**src/rtl/avalon_st_pkg.sv**
```systemverilog
// Shared constants for the Avalon-ST image stages: luma weights, RGB field layout,
// framing FSM states and packet length derivation.
package avalon_st_pkg;
  localparam logic [7:0]  COEF_R   = 8'd77;
  localparam logic [7:0]  COEF_G   = 8'd150;
  localparam logic [7:0]  COEF_B   = 8'd29;
  localparam logic [16:0] LUMA_RND = 17'd128;

  localparam int R_LSB = 16;
  localparam int G_LSB = 8;
  localparam int B_LSB = 0;

  typedef enum logic {IDLE, IN_PKT} frm_state_e;

  typedef struct packed {
    logic        valid;
    logic        sop;
    logic        eop;
    logic [15:0] pr;
    logic [15:0] pg;
    logic [15:0] pb;
  } luma_s1_t;

  typedef struct packed {
    logic       valid;
    logic       sop;
    logic       eop;
    logic [7:0] y;
  } luma_s2_t;

  function automatic int pkt_len(input int x_size, input int y_size);
    return x_size * y_size;
  endfunction
endpackage

```
**src/rtl/rgb_luma_pipe.sv**
```systemverilog
// Two-stage RGB888 -> luma pipe: stage 1 holds the weighted products, stage 2 the
// rounded sum. Both stages move only when en is high, carrying valid/SOP/EOP along.
module rgb_luma_pipe
  import avalon_st_pkg::*;
(
  input  logic        clk,
  input  logic        rst,
  input  logic        en,
  input  logic        in_valid,
  input  logic        in_sop,
  input  logic        in_eop,
  input  logic [23:0] in_data,
  output logic        out_valid,
  output logic        out_sop,
  output logic        out_eop,
  output logic [7:0]  out_data
);
  luma_s1_t s1_q, s1_d;
  luma_s2_t s2_q, s2_d;

  always_comb begin
    s1_d.valid = in_valid;
    s1_d.sop   = in_sop;
    s1_d.eop   = in_eop;
    s1_d.pr    = 16'(COEF_R) * 16'(in_data[R_LSB +: 8]);
    s1_d.pg    = 16'(COEF_G) * 16'(in_data[G_LSB +: 8]);
    s1_d.pb    = 16'(COEF_B) * 16'(in_data[B_LSB +: 8]);
  end

  // Weights sum to 256, so the rounded quotient always fits in 8 bits.
  always_comb begin
    s2_d.valid = s1_q.valid;
    s2_d.sop   = s1_q.sop;
    s2_d.eop   = s1_q.eop;
    s2_d.y     = 8'((17'(s1_q.pr) + 17'(s1_q.pg) + 17'(s1_q.pb) + LUMA_RND) >> 8);
  end

  always_ff @(posedge clk or posedge rst) begin
    if (rst) begin
      s1_q <= '0;
      s2_q <= '0;
    end else if (en) begin
      s1_q <= s1_d;
      s2_q <= s2_d;
    end
  end

  assign out_valid = s2_q.valid;
  assign out_sop   = s2_q.sop;
  assign out_eop   = s2_q.eop;
  assign out_data  = s2_q.y;
endmodule

```
**src/rtl/rgb_to_gray_avalon_st.sv**
```systemverilog
// RGB888 -> 8-bit luma Avalon-ST stage with packet framing check and sticky error.
// Beats arriving outside a packet are swallowed; over-long packets get EOP forced.
module rgb_to_gray_avalon_st
  import avalon_st_pkg::*;
#(
  parameter int IMG_X_SIZE = 640,
  parameter int IMG_Y_SIZE = 480
) (
  input  logic        csi_clkrst_clk,
  input  logic        csi_clkrst_reset,
  input  logic [23:0] asi_sink1_data,
  input  logic        asi_sink1_startofpacket,
  input  logic        asi_sink1_endofpacket,
  input  logic        asi_sink1_valid,
  output logic        asi_sink1_ready,
  input  logic        aso_source1_ready,
  output logic [7:0]  aso_source1_data,
  output logic        aso_source1_startofpacket,
  output logic        aso_source1_endofpacket,
  output logic        aso_source1_valid,
  output logic        coe_status_pkt_err
);
  localparam int N     = pkt_len(IMG_X_SIZE, IMG_Y_SIZE);
  localparam int CNT_W = $clog2(N + 1);
  localparam logic [CNT_W-1:0] LAST = CNT_W'(N - 1);

  frm_state_e       state_q, state_d;
  logic [CNT_W-1:0] cnt_q, cnt_d;
  logic             pkt_err_q, pkt_err_d;
  logic             advance, accept, fwd, fwd_eop;

  assign advance         = !aso_source1_valid || aso_source1_ready;
  assign asi_sink1_ready = advance;
  assign accept          = asi_sink1_valid && advance;

  always_comb begin
    state_d   = state_q;
    cnt_d     = cnt_q;
    pkt_err_d = pkt_err_q;
    fwd       = 1'b0;
    fwd_eop   = asi_sink1_endofpacket;
    if (accept) begin
      if (asi_sink1_startofpacket) begin
        // A SOP always (re)starts a packet; hitting one mid-packet is a framing fault.
        fwd   = 1'b1;
        cnt_d = CNT_W'(1);
        if (state_q == IN_PKT) pkt_err_d = 1'b1;
        if (N == 1) begin
          state_d = IDLE;
          fwd_eop = 1'b1;
          if (!asi_sink1_endofpacket) pkt_err_d = 1'b1;
        end else if (asi_sink1_endofpacket) begin
          state_d   = IDLE;
          pkt_err_d = 1'b1;
        end else begin
          state_d = IN_PKT;
        end
      end else if (state_q == IDLE) begin
        pkt_err_d = 1'b1;
      end else begin
        fwd = 1'b1;
        if (asi_sink1_endofpacket) begin
          state_d = IDLE;
          if (cnt_q != LAST) pkt_err_d = 1'b1;
        end else if (cnt_q == LAST) begin
          state_d   = IDLE;
          fwd_eop   = 1'b1;
          pkt_err_d = 1'b1;
        end else begin
          cnt_d = cnt_q + 1'b1;
        end
      end
    end
  end

  always_ff @(posedge csi_clkrst_clk or posedge csi_clkrst_reset) begin
    if (csi_clkrst_reset) begin
      state_q   <= IDLE;
      cnt_q     <= '0;
      pkt_err_q <= 1'b0;
    end else begin
      state_q   <= state_d;
      cnt_q     <= cnt_d;
      pkt_err_q <= pkt_err_d;
    end
  end

  assign coe_status_pkt_err = pkt_err_q;

  rgb_luma_pipe u_pipe (
    .clk      (csi_clkrst_clk),
    .rst      (csi_clkrst_reset),
    .en       (advance),
    .in_valid (accept && fwd),
    .in_sop   (asi_sink1_startofpacket),
    .in_eop   (fwd_eop),
    .in_data  (asi_sink1_data),
    .out_valid(aso_source1_valid),
    .out_sop  (aso_source1_startofpacket),
    .out_eop  (aso_source1_endofpacket),
    .out_data (aso_source1_data)
  );
endmodule

```
**config.mk**
```make
export PLATFORM = sky130hd
export DESIGN_NAME = rgb_to_gray_avalon_st
export DESIGN_NICKNAME = d
export VERILOG_FILES = /design/src/rtl/avalon_st_pkg.sv /design/src/rtl/rgb_luma_pipe.sv /design/src/rtl/rgb_to_gray_avalon_st.sv
export SDC_FILE = /design/constraint.sdc
export NUM_CORES = 1
export LEC_CHECK = 0
export CAP_MARGIN = 25
export CORE_UTILIZATION = 31
export CTS_BUF_LIST = sky130_fd_sc_hd__clkbuf_8
export CTS_CLUSTER_DIAMETER = 40
export DETAILED_ROUTE_END_ITERATION = 12
export HOLD_SLACK_MARGIN = 0.02
export PLACE_DENSITY = 0.57
export SYNTH_ARGS = -nofsm -noshare
export SYNTH_HDL_FRONTEND = slang
export SYNTH_SLANG_ARGS = --single-unit
```
**constraint.sdc**
```tcl
create_clock -name csi_clkrst_clk -period 3.75 [get_ports csi_clkrst_clk]
set_input_delay 0.75 -clock csi_clkrst_clk [delete_from_list [all_inputs] [get_ports csi_clkrst_clk]]
set_output_delay 0.75 -clock csi_clkrst_clk [all_outputs]
set_load 0.01 [all_outputs]
```
==> flow_metrics.tcl <==
set metrics [dict create \
    avgSynthCellArea_um2 9.27 \
    finalNetCount 1059 \
    wirelength_um 13900 \
    hold_class "reg -> reg" \
    setup_viol 0 \
    wl_per_cell_um 12.1 \
    r2r_end "u_pipe.out_data[4]" \
    die_w_um 151 \
    cp_slowest_cell "fa_1" \
    p_per_area_mw_per_mm2 701 \
    finalMaxSlewViolations 0 \
    clkTransAtPathRegs_ns 0.07 \
    synth_cell_types 55 \
    num-fill-cells 2262 \
    postSynthCellCount 747 \
    power.leakage_nw 4.41 \
    hold_start "coe_status_pkt_err" \
    drtPass1Iterations 4 \
    grt_max_degree 49 \
    synth_edf_count 0 \
    fmax_ghz 0.276 \
    hold_end "coe_status_pkt_err" \
    cap_viol_max_count 0 \
    async_flop_share_pct 100 \
    clk_path_buf_depth 2 \
    use_met2_pct 22.8 \
    grt_first_pass_wirelength_um 24400 \
    crit_arrival_ns 3.87 \
    slew_headroom_pct 42.8 \
    grt_pass1_vias 5199 \
    clock_latency_ns 0.36 \
    critPathLaunchType "input pin" \
    fin_util_pct 39.7 \
    critPathMaxFanout 3 \
    path_class "in -> reg" \
    rrSetupSlack_ns 0.50 \
    cts_tree "done" \
    htree_levels 3 \
    reg2reg_depth 11 \
    synth_warnings 0 \
    boundaryPins 43 \
    vias 5257 \
    synth_fp_nets 941 \
    ys_dominant_reg_cell "dfrtp_1" \
    use_met3_pct 2.29 \
    gp_congestion 0.749 \
    drc 0 \
    grt_overflow 0 \
    busiest_layer "met2" \
    core-area_mm2 0.0219 \
    skew_ns 0.00934 \
    area_growth_pct 25.5 \
    synth_seq_cells 78 \
    hold-path-cell-count 1 \
    seq_area_frac_synth_pct 28.2 \
    cts_hold_buf 0 \
    place_area_mm2 0.00825 \
    met1_usage_pct 17.6 \
    numCtsBuffers 9 \
    portBuffers 42 \
    vias_per_cell 4.58 \
    ant_nets 0 \
    fp.dieH_um 151 \
    cp_slowest_stage_delay_ns 0.52 \
    fin_crit_sh_pct 96.7 \
    n_antenna_cell 0 \
    vdd_drop_max_mv 0.584 \
    synth_area_mm2 0.00692 \
    post-dp-hpwl_um 11100 \
    fin_crit_ns 3.63 \
    start_util_pct 31.6 \
    finalHoldViolations 0 \
    cts_root_buf "clkbuf_8" \
    drt_iter0_markers 141 \
    status "finished, final reports clean" \
    r2r_start "u_pipe.s1_q[4]" \
    dieArea_mm2 0.0229 \
    crit_path_end_kind "register" \
    cts_sinks 78 \
    fin_area_mm2 0.00869 \
    tightest_slew_ns 0.857 \
    track_usage_pct 13.4 \
    path_cells "dlygate4sd2_1 -> ha_1 -> ha_1 -> inv_1 -> fa_1 -> inv_1 -> ha_4 -> ha_4 -> o21a_1 -> a2111oi_4 -> o41ai_2 -> or2_1 -> a31o_2" \
    cp.required_ns 4.00 \
    std_cell_rows 54 \
    drive_above_1_share_pct 16.2 \
    antenna_found_initial 0 \
]
==> synthesized netlist by cell type, drive strengths merged (2+ instances only) <==
cell	n	area [µm²]
or2	2	12.5
nor3b	3	32.5
nand2b	3	18.8
inv	123	462
nor2b	2	20.0
clkbuf	14	52.6
and2	4	25.0
or3	3	18.8
a22o	3	26.3
o211ai	2	15.0
o21ai	52	264
a2111oi	2	17.5
ha	126	1580
a211oi	6	62.6
nand2	61	229
fa	38	761
nand3	12	60.1
dfrtp	78	1950
a21o	9	67.6
buf	2	22.5
a21oi	41	213
xnor2	17	149
nand3b	5	37.5
and4	2	20.0
o21a	4	30.0
nand4	6	37.5
xor2	28	245
o21bai	4	30.0
o311a	2	20.0
a31oi	7	43.8
nor2	61	229
and3	5	31.3
nor3	8	40.0
==> report_power, final <==
| group | leakage [nW] | total [W] | internal [W] | switching, W |
|---|---|---|---|---|
| Clock | 0.115 | 0.000754 | 0.000438 | 0.000315 |
| Combinational | 3.35 | 0.00404 | 0.00195 | 0.00209 |
| Sequential | 0.953 | 0.00129 | 0.00113 | 0.000164 |
| Total | 4.41 | 0.00609 | 0.00352 | 0.00257 |
==> how the worst max path moves through the flow <==
stage,from,end,slack [ns]
floorplan,asi_sink1_data[20],u_pipe.s1_q[45],0.04
global placement,asi_sink1_data[20],u_pipe.s1_q[45],-0.54
detailed placement,asi_sink1_data[20],u_pipe.s1_q[45],-0.58
CTS,asi_sink1_data[2],u_pipe.s1_q[11],0.008
global route,asi_sink1_data[14],u_pipe.s1_q[30],-0.01
finish,asi_sink1_data[22],u_pipe.s1_q[45],0.12
==> state kept, by name, summed over array words and instances, names as in the netlist <==
name and flops:
u_pipe.s1_q 46, state_q 1, u_pipe.out_data 8, coe_status_pkt_err 1, u_pipe.out_valid 1, u_pipe.out_eop 1, u_pipe.out_sop 1, cnt_q 19
==> critical path, delay by kind of cell <==
| kind | cells | cell delay, ns |
|---|---|---|
| AND/OR/NAND/NOR | 1 | 0.21 |
| AO/OA/AOI/OAI | 4 | 0.98 |
| adder cells (fa/ha/maj) | 5 | 1.55 |
| buffers and inverters | 3 | 0.37 |
==> placed cells by master (no fill, tap or decap), drive strengths merged, types with 3 or more instances in the layout <==
cell,count
a211oi,6
a21o,9
a21oi,41
a22o,3
a31oi,7
and2,4
and3,5
buf,81
bufinv,3
clkbuf,11
clkdlybuf4s50,26
clkinv,3
dfrtp,78
dlygate4sd2,6
dlymetal6s2s,6
fa,38
ha,126
inv,122
nand2,61
nand2b,3
nand3,12
nand3b,5
nand4,6
nor2,61
nor3,8
nor3b,3
o21a,4
o21ai,52
o21bai,4
or3,3
xnor2,17
xor2,28
==> layout make-up <==
type	instances	area [µm²]	share of cell area, %
Timing Repair Buffer	123	1040	12.0
Clock inverter	6	111	1.28
Tap cell	280	350	4.03
Inverter	123	463	5.33
Multi-Input combinational cell	530	4650	53.5
Sequential cell	78	1950	22.5
Clock buffer	9	124	1.43
==> metrics by stage <==
| stage | TNS [ns] | hold WS, ns | setup WS [ns] | instances | total power (W) |
|---|---|---|---|---|---|
| after floorplan | 0 | 0.435 | 0.0439 | 747 | 0.00411 |
| after global placement | -6.77 | 0.450 | -0.540 | 1131 | 0.00519 |
| after detailed placement | -7.53 | 0.455 | -0.576 | 1131 | 0.00524 |
| after CTS | 0 | 0.472 | 0.00844 | 1148 | 0.00610 |
| after global routing | -0.0105 | 0.505 | -0.0105 | 1149 | 0.00686 |
| final | 0 | 0.465 | 0.122 | 1149 | 0.00609 |
==> kinds of logic (layout without fill, tap and decap cells) <==
logic type	after synthesis	after routing	synth area share [%]
compound gates	140	140	12.4
buf+inv	139	261	7.75
xor+xnor	45	45	5.69
mux	1	1	0.163
flops	78	78	28.2
fa+ha+maj	164	164	33.8
simple gates	180	180	12.1
==> routing by layer <==
metal,part of all wire [%],up-vias
met3,2.5,13
met5,0,-
li1,-,2706
met1,48,2487
met2,48,51
met4,1.2,0
==> repair_timing <==
item | 4_1_cts | 5_1_grt
pin swaps | 13 | 24
setup endpoints to repair | 11 | 11
buffers inserted | 2 | 1
resized for setup | 23 | 30
endpoints found under the hold margin | 0 | 0
(Power assumes the default switching activity.)
